--- src/rtl/vram_reader_pkg.sv ---
// rtl/vram_reader_pkg.sv - shared widths, FSM states and address-step helper for the VRAM stream reader
package vram_reader_pkg;

   localparam int VRAM_ADDR_W = 15;
   localparam int VRAM_DATA_W = 32;

   typedef enum logic [2:0] {
      IDLE,
      FETCH,
      DRAIN,
      DONE,
      FLUSH
   } state_t;

   // Bits outside the mask stay fixed, so an all-ones mask is a plain +1 with 15-bit wrap.
   function automatic logic [VRAM_ADDR_W-1:0] next_addr(
      input logic [VRAM_ADDR_W-1:0] addr,
      input logic [VRAM_ADDR_W-1:0] mask
   );
      logic [VRAM_ADDR_W-1:0] inc;
      inc = addr + 1'b1;
      return (addr & ~mask) | (inc & mask);
   endfunction

endpackage

--- src/rtl/vram_stream_reader_if.sv ---
// rtl/vram_stream_reader_if.sv - one read-only VRAM arbiter port (strobe/addr/ack/rddata)
interface vram_stream_reader_if;
   import vram_reader_pkg::*;

   logic [VRAM_ADDR_W-1:0] addr;
   logic                   strobe;
   logic                   ack;
   logic [VRAM_DATA_W-1:0] rddata;

   modport master (output addr, output strobe, input ack, input rddata);
   modport slave  (input addr, input strobe, output ack, output rddata);

endinterface

--- src/rtl/sync_fifo.sv ---
// rtl/sync_fifo.sv - single-clock FIFO with push/pop/flush and an occupancy count
module sync_fifo #(
   parameter int WIDTH = 32,
   parameter int DEPTH = 4,
   localparam int AW = $clog2(DEPTH)
) (
   input  logic             clk,
   input  logic             rst_n,
   input  logic             push,
   input  logic [WIDTH-1:0] push_data,
   input  logic             pop,
   input  logic             flush,
   output logic [WIDTH-1:0] pop_data,
   output logic [AW:0]      count
);

   localparam logic [AW:0] FULL_CNT = (AW+1)'(DEPTH);

   logic [WIDTH-1:0] mem [DEPTH];
   logic [AW-1:0]    wr_ptr;
   logic [AW-1:0]    rd_ptr;
   logic             do_push;
   logic             do_pop;

   assign do_pop   = pop && (count != '0);
   assign do_push  = push && ((count != FULL_CNT) || do_pop);
   assign pop_data = (count != '0) ? mem[rd_ptr] : '0;

   always_ff @(posedge clk or negedge rst_n) begin
      if (!rst_n) begin
         wr_ptr <= '0;
         rd_ptr <= '0;
         count  <= '0;
      end else if (flush) begin
         wr_ptr <= '0;
         rd_ptr <= '0;
         count  <= '0;
      end else begin
         if (do_push) wr_ptr <= wr_ptr + 1'b1;
         if (do_pop)  rd_ptr <= rd_ptr + 1'b1;
         case ({do_push, do_pop})
            2'b10:   count <= count + 1'b1;
            2'b01:   count <= count - 1'b1;
            default: count <= count;
         endcase
      end
   end

   always_ff @(posedge clk) begin
      if (do_push && !flush) mem[wr_ptr] <= push_data;
   end

   assert property (@(posedge clk) disable iff (!rst_n) !(push && !flush && count == FULL_CNT && !pop));

endmodule

--- src/rtl/vram_stream_reader.sv ---
// rtl/vram_stream_reader.sv - streams consecutive VRAM words into a FIFO for a renderer
// Optional tile-map address window: VRAM_READER_WRAP_EN.
module vram_stream_reader
   import vram_reader_pkg::*;
#(
   parameter int FIFO_DEPTH = 4,
   parameter int CNT_W      = 9
) (
   input  logic                   clk,
   input  logic                   rst_n,
   input  logic                   start,
   input  logic [VRAM_ADDR_W-1:0] start_addr,
   input  logic [CNT_W-1:0]       word_count,
`ifdef VRAM_READER_WRAP_EN
   input  logic [VRAM_ADDR_W-1:0] wrap_mask,
`endif
   input  logic                   abort,
   vram_stream_reader_if.master   vram,
   output logic [VRAM_DATA_W-1:0] out_data,
   output logic                   out_valid,
   input  logic                   out_ready,
   output logic                   busy,
   output logic                   done
);

   localparam int CW = $clog2(FIFO_DEPTH) + 1;

   state_t                 state;
   state_t                 state_nx;
   logic [VRAM_ADDR_W-1:0] req_addr;
   logic [VRAM_ADDR_W-1:0] addr_nx;
   logic [VRAM_ADDR_W-1:0] mask_q;
   logic [CNT_W-1:0]       issue_left;
   logic [CW-1:0]          fifo_count;
   logic                   ack_ok;
   logic                   load;
   logic                   flush;

   // Acks only count while fetching; anything arriving in IDLE/FLUSH is stale.
   assign ack_ok  = vram.ack && (state == FETCH);
   assign addr_nx = next_addr(req_addr, mask_q);
   assign flush   = (state == FLUSH) || (abort && state != IDLE);

   assign vram.addr   = ack_ok ? addr_nx : req_addr;
   assign vram.strobe = (state == FETCH)
                        && (issue_left != CNT_W'(ack_ok))
                        && ((fifo_count + CW'(ack_ok)) < CW'(FIFO_DEPTH));

   assign out_valid = (fifo_count != '0);
   assign busy      = (state != IDLE);
   assign done      = (state == DONE);

   always_ff @(posedge clk or negedge rst_n) begin
      if (!rst_n) state <= IDLE;
      else        state <= state_nx;
   end

   always_comb begin
      state_nx = state;
      load     = 1'b0;
      case (state)
         IDLE: if (start) begin
            load     = 1'b1;
            state_nx = (word_count != '0) ? FETCH : DONE;
         end
         FETCH: if (ack_ok && issue_left == CNT_W'(1)) state_nx = DRAIN;
         DRAIN: if (fifo_count == '0) state_nx = DONE;
         DONE:    state_nx = IDLE;
         FLUSH:   state_nx = IDLE;
         default: state_nx = IDLE;
      endcase
      if (abort && state != IDLE) state_nx = FLUSH;
   end

   always_ff @(posedge clk or negedge rst_n) begin
      if (!rst_n) begin
         req_addr   <= '0;
         issue_left <= '0;
      end else if (load) begin
         req_addr   <= start_addr;
         issue_left <= word_count;
      end else if (ack_ok) begin
         req_addr   <= addr_nx;
         issue_left <= issue_left - CNT_W'(1);
      end
   end

`ifdef VRAM_READER_WRAP_EN
   always_ff @(posedge clk or negedge rst_n) begin
      if (!rst_n)    mask_q <= '1;
      else if (load) mask_q <= wrap_mask;
   end
`else
   assign mask_q = '1;
`endif

   sync_fifo #(
      .WIDTH (VRAM_DATA_W),
      .DEPTH (FIFO_DEPTH)
   ) u_fifo (
      .clk       (clk),
      .rst_n     (rst_n),
      .push      (ack_ok && !abort),
      .push_data (vram.rddata),
      .pop       (out_ready),
      .flush     (flush),
      .pop_data  (out_data),
      .count     (fifo_count)
   );

endmodule

--- src/flat_wrapper.sv ---
// flat-port wrapper written by rule: the top's interface ports become plain ports
module vram_stream_reader_flat import vram_reader_pkg::*;
#(
   parameter int FIFO_DEPTH = 4,
   parameter int CNT_W      = 9
)
  (clk, rst_n, start, start_addr, word_count, abort, out_data, out_valid, out_ready, busy, done, vram_addr, vram_strobe, vram_ack, vram_rddata);
  vram_stream_reader_if vram_i ();
  input  logic clk;
  input  logic rst_n;
  input  logic start;
  input  logic [VRAM_ADDR_W-1:0] start_addr;
  input  logic [CNT_W-1:0] word_count;
  input  logic abort;
  output logic [VRAM_DATA_W-1:0] out_data;
  output logic out_valid;
  input  logic out_ready;
  output logic busy;
  output logic done;
  output wire logic [$bits(vram_i.addr)-1:0] vram_addr;
  output wire logic [$bits(vram_i.strobe)-1:0] vram_strobe;
  input wire logic [$bits(vram_i.ack)-1:0] vram_ack;
  input wire logic [$bits(vram_i.rddata)-1:0] vram_rddata;
  assign vram_addr = vram_i.addr;
  assign vram_strobe = vram_i.strobe;
  assign vram_i.ack = vram_ack;
  assign vram_i.rddata = vram_rddata;
  vram_stream_reader #(.FIFO_DEPTH(FIFO_DEPTH), .CNT_W(CNT_W)) u_core (.clk(clk), .rst_n(rst_n), .start(start), .start_addr(start_addr), .word_count(word_count), .abort(abort), .vram(vram_i), .out_data(out_data), .out_valid(out_valid), .out_ready(out_ready), .busy(busy), .done(done));
endmodule
--- config.mk ---
export PLATFORM = sky130hd
export DESIGN_NAME = vram_stream_reader_flat
export DESIGN_NICKNAME = d
export VERILOG_FILES = /design/src/rtl/vram_reader_pkg.sv /design/src/rtl/vram_stream_reader_if.sv /design/src/rtl/sync_fifo.sv /design/src/rtl/vram_stream_reader.sv /design/src/flat_wrapper.sv
export SDC_FILE = /design/constraint.sdc
export NUM_CORES = 1
export LEC_CHECK = 0
export ABC_AREA = 1
export CAP_MARGIN = 20
export CORE_AREA = 2 2 130 132
export DETAILED_ROUTE_END_ITERATION = 16
export DIE_AREA = 0 0 132 134
export PLACE_DENSITY = 0.79
export SYNTH_ARGS = -nofsm -noshare
export SYNTH_HDL_FRONTEND = slang
export SYNTH_SLANG_ARGS = --single-unit
--- constraint.sdc ---
create_clock -name clk -period 2.9 [get_ports clk]
set_input_delay 0.29 -clock clk [delete_from_list [all_inputs] [get_ports clk]]
set_output_delay 0.29 -clock clk [all_outputs]
set_load 0.005 [all_outputs]
==> results.yml, run 1 <==
place:
  dp_hpwl_um: 10600
  port_buffers: 112
  place_congestion: 0.8878
synth:
  synth_cells: 703
  yosysWarningCount: 0
  synth_top_area_cell: "edfxtp_1"
  synth_top_area_share_pct: 53.28
  syn_avg_cell_area_um2: 10.26
  synth_seq_cells: 162
  seq_area_frac_synth_pct: 65.07
  synth_area_um2: 7214
  synth.net_count: 773
  ys_types: 36
  synth_area_leaders: "edfxtp_1 53%, dfrtp_1 12%, nor2_1 8.4%"
finish:
  synthToLayoutAreaGrowth_pct: 28.06
  layout-drive-gt1-share_pct: 8.024
  fin_nets: 892
  n_fill_cell: 1352
  antennaDiodeCount: 0
grt:
  grt_util_met3_pct: 5.215
  grt_usage_pct: 19.31
  grt_pass1_vias: 5374
  met1_usage_pct: 24.44
  grt_pass1_wl_um: 26600
  met2_usage_pct: 32.87
  busiest_layer: "met2"
  grt-ovfl-total: 0
  grt_max_degree: 41
  antenna_found_initial: 0
die:
  num_io_pins: 113
  die_h_um: 134
  die_x_um: 132
  core_um2: 16290
  rows: 47
  dieArea_um2: 17690
  start_util_pct: 44.29
clock_tree:
  cts_tree: "done"
  cts_max_path_buffers: 2
  path_clk_slew_ps: 60
  htree_levels: 4
  cts_resized: 0
  cts_sinks: 162
  post_cts_buffers: 0
  clkLatencyLatePin_ps: 420
  root_buffer: "clkbuf_16"
  cts_buffers: 17
  ctsHoldBuffers: 0
hold_path:
  hold_path_class: "input pin to asynchronous set/reset pin"
worst_setup_path:
  critical_path_class: "register to output pin"
  critPathSlowestCell: "dfrtp_4"
  required_ps: 2610
  worstSetupStartpointType: "register"
  arrival_ps: 2420
  end_kind: "output pin"
  cp_max_fo: 40
  path_cells: "inv_2 -> buf_4 -> o21ai_0 -> a21oi_1 -> clkdlybuf4s50_1"
  slowest_delay_ps: 620
pwr:
  vdd_drop_max_mv: 0.5018
  p_sw_share_pct: 34.24
  p_int_mw: 5.384
  power_frac_clock_pct: 25.1
  combPwrFrac_pct: 37.8
  seqPwrFrac_pct: 37.1
  power.switching_mw: 2.804
  power.density_nw_per_um2: 886.2
  p_leak_nw: 3.470
sta:
  layout_min_cycle_time_ps: 2710
  drv_slew: 0
  fmax_mhz: 369.0
  min_period_over_period_pct: 93.46
  final_hold_viol_count: 0
  tns_ps: 0
  worst_pin_slew_ps: 923.0
  max-slew-margin-rel_pct: 38.27
  fin_worst_skew_ps: 6.543
  worst_hold_slack_ps: 385.2
  rsz0062_at_grt: "false"
  report.final.setup_viol: 0
route:
  dr.pass1.iters: 5
  wirelength_um: 16320
  wl_per_cell_um: 15.47
  drc: 0
  drt_iter0_markers: 366
  drtAntennaViolNets: 0
  vias: 5439
  viasPerCell: 5.155
outcome:
  status: "complete, no violations"
run:
  max_cap_viol_count: 0
## worst paths after layout
kind | startpoint | end | slack, ps | cells after the start
min in group clk | start_addr[12] | u_core.req_addr[12]$_DFF_PN0_ | 400 | 3
setup / recovery | u_core.u_fifo.rd_ptr[0]$_DFFE_PN0P_ | out_data[22] | 190 | 5
hold / removal | rst_n | u_core.issue_left[2]$_DFFE_PN0P_ | 390 | 1
max in group asynchronous | rst_n | u_core.req_addr[2]$_DFF_PN0_ | 1760 | 2
setup reg to reg | u_core.state[2]$_DFFE_PN0P_ | u_core.u_fifo.mem[0][25]$_DFFE_PP_ | 800 | 8
hold reg to reg | u_core.issue_left[8]$_DFFE_PN0P_ | u_core.issue_left[8]$_DFFE_PN0P_ | 480 | 2
## per-layer routing
| layer | share of wire, % | vias up |
|---|---|---|
| li1 | - | 2635 |
| met1 | 42 | 2581 |
| met2 | 50 | 211 |
| met3 | 6.7 | 12 |
| met4 | 1.0 | 0 |
| met5 | 0 | - |
## cells in the final DEF (no fill, tap or decap), drive strengths merged
cell and n:
and2 4, a21oi 40, ha 7, bufinv 1, nand2 110, clkinv 10, fa 1, a31oi 1
nor3 4, xor2 6, nor2 165, o221ai 1, inv 42, o21ai 76, dfrtp 34, nor4 1
edfxtp 128, nand3b 3, nand3 23, xnor2 4, o21bai 1, clkdlybuf4s50 112, clkbuf 19, clkinvlp 3
buf 18, o211ai 4, nand4 16, o311ai 1
## sequential cells by signal, indices dropped and copies added, names as in the netlist
signal and count:
u_core.req_addr 15, u_core.u_fifo.mem 128, u_core.u_fifo.wr_ptr 2, u_core.u_fifo.count 3, u_core.state 3, u_core.u_fifo.rd_ptr 2, u_core.issue_left 9
## cell families (layout without fill, tap and decap cells)
| group | after synthesis | count (layout) | synth area share (%) |
|---|---|---|---|
| AOI/OAI and AO/OA | 124 | 124 | 8.949 |
| xor gates and xnor gates | 10 | 10 | 1.214 |
| adders and majority gates | 8 | 8 | 1.491 |
| buffers and inverters | 73 | 205 | 4.162 |
| DFF | 162 | 162 | 65.07 |
| and+or+nand+nor | 326 | 326 | 19.11 |
## power by group through the flow
stage / Clock, mW / Sequential (mW) / Combinational (mW)
6_report: 2.06 / 3.04 / 3.09
5_1_grt: 2.19 / 3.08 / 3.48
4_1_cts: 2.09 / 3.03 / 3.12
3_5_place_dp: 0 / 3.08 / 3.10
3_3_place_gp: 0 / 3.07 / 3.04
2_1_floorplan: 0 / 2.98 / 1.70
## final cells by class
class | instances | area [um^2] | area share (%)
multi-input combinational | 468 | 2250 | 24.35
inverter | 43 | 162.7 | 1.761
clock buffer | 19 | 432.9 | 4.686
sequential | 162 | 4698 | 50.85
clock inverter | 13 | 113.9 | 1.232
timing repair buffer | 130 | 1306 | 14.14
tap | 220 | 275.3 | 2.979
## Yosys cell counts, drive strengths merged
master,number
nor2,165
edfxtp,128
nand2,110
o21ai,76
inv,41
a21oi,40
dfrtp,34
nand3,23
clkbuf,16
nand4,16
buf,14
ha,7
xor2,6
and2,4
nor3,4
o211ai,4
xnor2,4
nand3b,3
clkinv,2
a31oi,1
fa,1
nor4,1
o21bai,1
o221ai,1
o311ai,1
## critical path: cells and delay by family (launching register included)
family	cells	cell delay, ps
compound gates	2	360
buf+inv	3	1010
flops	1	620
## stage by stage
stage | cells | setup slack (ps) | total power, mW | util (%) | instance area, um^2
after floorplan | 703 | 90.20 | 4.686 | - | 7214
after global placement | 1023 | 398.1 | 6.110 | 53.35 | 8690
after detailed placement | 1023 | 389.5 | 6.175 | 53.35 | 8690
after CTS | 1055 | 27.58 | 8.245 | 56.70 | 9236
after global routing | 1055 | 6.860 | 8.749 | 56.72 | 9239
final | 1055 | 189.8 | 8.188 | 56.72 | 9239
No activity file was read; power rests on OpenSTA's default activity.
==> run 2: changes to the inputs <==
--- a/config.mk
+++ b/config.mk
@@ -7,10 +7,10 @@
 export LEC_CHECK = 0
 export ABC_AREA = 1
 export CAP_MARGIN = 20
-export CORE_AREA = 2 2 130 132
+export CORE_AREA = 2 2 125 127
 export DETAILED_ROUTE_END_ITERATION = 16
-export DIE_AREA = 0 0 132 134
-export PLACE_DENSITY = 0.79
+export DIE_AREA = 0 0 127 129
+export PLACE_DENSITY = 0.83
 export SYNTH_ARGS = -nofsm -noshare
 export SYNTH_HDL_FRONTEND = slang
 export SYNTH_SLANG_ARGS = --single-unit
==> run 2 against run 1 <==
  * Sequential power hardly changed
  * Clock power is 12% higher
  * Wire length is 0.95% lower
  * Total power is 3.2% higher
  * Critical endpoint is now out_data[13]
  * Global-route usage is 1.1 points higher
  * Via count is 0.42% higher
==> results.yml, run 2 (synthesis results as in run 1) <==
outcome:
  status: "complete, no violations"
finish:
  n_fill_cell: 1182
  final_cell_mix: "158 x nor2_1, 128 x edfxtp_1, 112 x clkdlybuf4s50_1"
  multi_input_area_um2: 2250
  antennaDiodeCount: 0
  synthToLayoutAreaGrowth_pct: 27.94
  layout.core_utilization_pct: 61.63
  mostFrequentLayoutCell: "nor2_1"
  final_area_um2: 9230
  regMostFlops: "u_core.u_fifo.mem"
  largestRegisters: "u_core.u_fifo.mem: 128 flops, u_core.req_addr: 15 flops, u_core.issue_left: 9 flops"
  fin_nets: 892
  largest_reg_flops: 128
  regArea_um2: 4696
  layout-drive-gt1-share_pct: 8.144
die:
  die_x_um: 127
  die_h_um: 129
  rows: 45
  start_util_pct: 48.17
  core_um2: 14980
  num_io_pins: 113
  dieArea_um2: 16380
pwr:
  combPwrFrac_pct: 36.9
  vdd_drop_max_mv: 0.5689
  seqPwrFrac_pct: 35.8
  p_int_mw: 5.647
  p_leak_nw: 3.501
  power.density_nw_per_um2: 915.7
  power_frac_clock_pct: 27.3
  power.switching_mw: 2.805
  p_sw_share_pct: 33.19
clock_tree:
  root_buffer: "clkbuf_16"
  clkLatencyLatePin_ps: 420
  cts_resized: 0
  cts_sinks: 162
  ctsHoldBuffers: 0
  post_cts_buffers: 0
  cts_buffers: 17
  htree_levels: 4
  path_clk_slew_ps: 70
  cts_tree: "done"
  cts_max_path_buffers: 2
place:
  placed_area_um2: 8612
  port_buffers: 112
  dp_hpwl_um: 10250
  place_ws_ps: 419.3
  place_congestion: 0.8663
sta:
  drv_slew: 0
  min_period_over_period_pct: 93.51
  report.final.setup_viol: 0
  fmax_mhz: 368.8
  setup_ws_ps: 188.2
  fin_worst_skew_ps: 9.636
  worst_pin_slew_ps: 914.2
  max-slew-margin-rel_pct: 38.86
  rsz0062_at_grt: "false"
  layout_min_cycle_time_ps: 2712
  tns_ps: 0
  final_hold_viol_count: 0
grt:
  antenna_found_initial: 0
  grt-ovfl-total: 0
  grt_max_degree: 45
  grt_usage_pct: 20.37
  grt_pass1_wl_um: 25720
  grt_pass1_vias: 5225
route:
  wl_per_cell_um: 15.80
  drt_iter0_markers: 513
  drc: 0
  wirelength_um: 16160
  dr.pass1.iters: 5
  viasPerCell: 5.339
  drtAntennaViolNets: 0
  vias: 5462
worst_setup_path:
  cp_max_fo: 24
  critical_path_class: "register to output pin"
  required_ps: 2610
  worstSetupStartpointType: "register"
  arrival_ps: 2420
  ff2ff_setup_slack_ps: 810
  end_kind: "output pin"
run:
  max_cap_viol_count: 0
hold_path:
  hold_path_class: "input pin to asynchronous set/reset pin"
run 2: final timing paths:
check                                                     from                            endpoint  cells after the start
hold reg to reg               u_core.issue_left[8]$_DFFE_PN0P_    u_core.issue_left[8]$_DFFE_PN0P_                      2
hold / removal                                           rst_n    u_core.issue_left[0]$_DFFE_PN0P_                      1
setup / recovery           u_core.u_fifo.rd_ptr[0]$_DFFE_PN0P_                        out_data[13]                      6
setup reg to reg            u_core.u_fifo.count[2]$_DFFE_PN0P_  u_core.u_fifo.count[2]$_DFFE_PN0P_                     12
max in group asynchronous                                rst_n       u_core.req_addr[10]$_DFF_PN0_                      2
min in group clk                                 start_addr[2]        u_core.req_addr[2]$_DFF_PN0_                      3
run 2: per-layer routing:
metal | vias up | wire [um] | GRT usage (%)
met1 | 2596 | 6720 | 25.20
met2 | 208 | 8207 | 35.36
met5 | - | 0 | 0
met4 | 0 | 204 | 6.658
met3 | 24 | 1032 | 5.156
li1 | 2634 | - | -
run 2: worst max-delay path, cell delays in order, from the launching register on:
cell and delay, ps:
dfrtp_2 590, buf_4 350, nor2_1 80, nor2_1 110, o21ai_0 110, a21oi_1 220
clkdlybuf4s50_1 530
run 2: per-stage QoR:
stage                     hold WS, ps  std cells  power, mW
after global placement          467.7        991      6.097
after global routing            405.5       1023      8.954
after floorplan                -5.591        703      4.686
final                           381.6       1023      8.452
after CTS                       392.2       1023      8.488
after detailed placement        484.7        991      6.167
run 2: power by group through the flow:
stage               clock network, mW  logic [mW]  registers, mW
floorplan                           0        1.70           2.98
global placement                    0        3.05           3.05
detailed placement                  0        3.10           3.06
CTS                              2.33        3.14           3.02
global route                     2.43        3.47           3.06
finish                           2.31        3.12           3.03
run 2: cell type report:
cell class	instances	share of cell area, %
clock buffers	18	4.650
clock inverters	14	2.047
inverters	43	1.762
multi-input cells	468	24.37
flip-flops and latches	162	50.87
well taps	188	2.548
repair buffers	130	13.75
==> run 3: changes to the inputs <==
--- a/config.mk
+++ b/config.mk
@@ -7,10 +7,11 @@
 export LEC_CHECK = 0
 export ABC_AREA = 1
 export CAP_MARGIN = 20
-export CORE_AREA = 2 2 125 127
+export CORE_AREA = 2 2 117 119
 export DETAILED_ROUTE_END_ITERATION = 16
-export DIE_AREA = 0 0 127 129
-export PLACE_DENSITY = 0.83
+export DIE_AREA = 0 0 119 121
+export DONT_BUFFER_PORTS = 1
+export PLACE_DENSITY = 0.81
 export SYNTH_ARGS = -nofsm -noshare
 export SYNTH_HDL_FRONTEND = slang
 export SYNTH_SLANG_ARGS = --single-unit
==> run 3 against run 2 <==
  * Fmax is 11% higher
  * Clock power about the same
  * Worst setup slack improved by 260 ps
  * Core utilization grew 3.7 points
  * Largest cell class unchanged
  * Sequential cell count is the same
  * Final cell count decreased by 7.8%
  * Register-to-register slack worse by 360 ps
  * Critical path depth is the same
  * Total power shrank 9.9%
  * Highest routed layer unchanged
  * Clock skew fell by 1.4 ps
  * Wire length fell by 0.77%
  * Critical path type is now register to register
==> results.yml, run 3 (synthesis results as in run 1) <==
pwr:
  power.density_nw_per_um2: 890.7
  vdd_drop_max_mv: 0.5223
  p_leak_nw: 3.260
sta:
  setup_ws_ps: 451.7
  worst_pin_slew_ps: 1092
  final_hold_viol_count: 0
  drv_slew: 0
  min_period_over_period_pct: 84.42
  rsz0062_at_grt: "false"
  max-slew-margin-rel_pct: 26.85
  report.final.setup_viol: 0
  fmax_mhz: 408.5
  layout_min_cycle_time_ps: 2448
  fin_worst_skew_ps: 8.232
  tns_ps: 0
die:
  die_h_um: 121
  num_io_pins: 113
  die_x_um: 119
  core_um2: 13090
  start_util_pct: 55.13
  rows: 42
  dieArea_um2: 14400
worst_setup_path:
  slowest_delay_ps: 440
  arrival_ps: 2570
  required_ps: 3020
  ff2ff_setup_slack_ps: 450
  worstSetupStartpointType: "register"
  path_cells: "nor2_4 -> nand3_4 -> clkinv_2 -> o211ai_1 -> nor2_4 -> buf_12"
  end_kind: "register"
  critPathSlowestCell: "o211ai_1"
  cp_max_fo: 26
  critical_path_class: "register to register"
  crit_top_cell: "nor2_4"
route:
  dr.pass1.iters: 5
  wl_per_cell_um: 17.01
  drt_iter0_markers: 399
  drc: 0
  vias: 5244
  wirelength_um: 16040
  drtAntennaViolNets: 0
  viasPerCell: 5.561
place:
  place_congestion: 0.8549
  port_buffers: 0
  place_ws_ps: 469.6
  dp_hpwl_um: 10350
finish:
  antennaDiodeCount: 0
  fin_nets: 824
  mostFrequentLayoutCell: "nor2_1"
  largestRegisters: "u_core.u_fifo.mem: 128 flops, u_core.req_addr: 15 flops, u_core.issue_left: 9 flops"
  final_cell_mix: "158 x nor2_1, 128 x edfxtp_1, 105 x nand2_1"
  largest_reg_flops: 128
  layout-drive-gt1-share_pct: 8.344
  regMostFlops: "u_core.u_fifo.mem"
  synthToLayoutAreaGrowth_pct: 18.56
clock_tree:
  cts_tree: "done"
  htree_levels: 4
  root_buffer: "clkbuf_16"
  clkLatencyLatePin_ps: 420
  cts_sinks: 162
  cts_resized: 0
  cts_max_path_buffers: 2
  path_clk_slew_ps: 60
  cts_buffers: 17
grt:
  grt_pass1_vias: 5288
  grt-ovfl-total: 0
  grt_max_degree: 66
  antenna_found_initial: 0
  grt_usage_pct: 22.99
  grt_pass1_wl_um: 25520
hold_path:
  hold_path_class: "input pin to register"
run:
  max_cap_viol_count: 0
outcome:
  status: "complete, no violations"
run 3: cell count changes in the layout (fill, tap and decap cells not counted):
cell / delta
clkdlybuf4s50_1: -112
clkinv_2: +1
dlygate4sd3_1: +48
inv_6: +2
buf_12: +1
buf_4: -5
clkinv_4: -3
run 3: path summary, 6_finish.rpt:
path	startpoint	to	depth (start not counted)
worst max-delay path	u_core.state[2]$_DFFE_PN0P_	u_core.u_fifo.mem[3][25]$_DFFE_PP_	6
worst min-delay path	abort	u_core.state[2]$_DFFE_PN0P_	2
worst max register to register	u_core.state[2]$_DFFE_PN0P_	u_core.u_fifo.mem[3][25]$_DFFE_PP_	6
worst min register to register	u_core.issue_left[8]$_DFFE_PN0P_	u_core.issue_left[8]$_DFFE_PN0P_	2
max in group asynchronous	rst_n	u_core.u_fifo.rd_ptr[0]$_DFFE_PN0P_	2
min in group asynchronous	rst_n	u_core.req_addr[0]$_DFF_PN0_	2
run 3: timing repair:
item | 4_1_cts | 5_1_grt
setup buffers | 0 | 0
endpoints found under the hold margin | 177 | 0
hold buffers | 49 | 0
run 3: through the flow:
stage / cell area (um^2) / hold slack [ps] / utilization [%] / power (mW) / std cells
global route: 8553 / 18.70 / 65.37 / 8.061 / 943
finish: 8553 / 16.74 / 65.37 / 7.619 / 943
CTS: 8553 / 0.7810 / 65.37 / 7.623 / 943
global placement: 7438 / -4.581 / 56.85 / 5.109 / 862
floorplan: 7214 / -5.591 / - / 4.686 / 703
detailed placement: 7438 / -4.523 / 56.85 / 5.224 / 862
run 3: final cells by class:
cell class	count	area (um^2)
clock buffer	18	429.2
sequential	162	4696
fill	914	4532
timing repair buffer	62	610.6
tap	176	220.2
clock inverter	14	185.2
multi-input combinational	468	2250
inverter	43	162.7
run 3: routing by layer:
layer / share of wire, % / routed length [um] / track usage (%) / up-vias
li1: - / - / - / 2493
met1: 40 / 6367 / 27.41 / 2497
met2: 51 / 8114 / 39.55 / 229
met3: 7.9 / 1260 / 6.250 / 25
met4: 1.8 / 296 / 9.598 / 0
met5: 0 / 0 / 0 / -
run 3: critical path, delay by kind of cell, from the launching register on:
kind	cells	cell delay [ps]
and+or+nand+nor	3	800
buffers and inverters	2	460
AOI/OAI and AO/OA	1	440
DFF	1	420
run 3: report_power, final:
| part | internal [mW] | total (mW) | switching, mW |
|---|---|---|---|
| registers | 2.77 | 2.99 | 0.221 |
| clock network | 1.44 | 2.31 | 0.870 |
| logic | 0.719 | 2.32 | 1.60 |
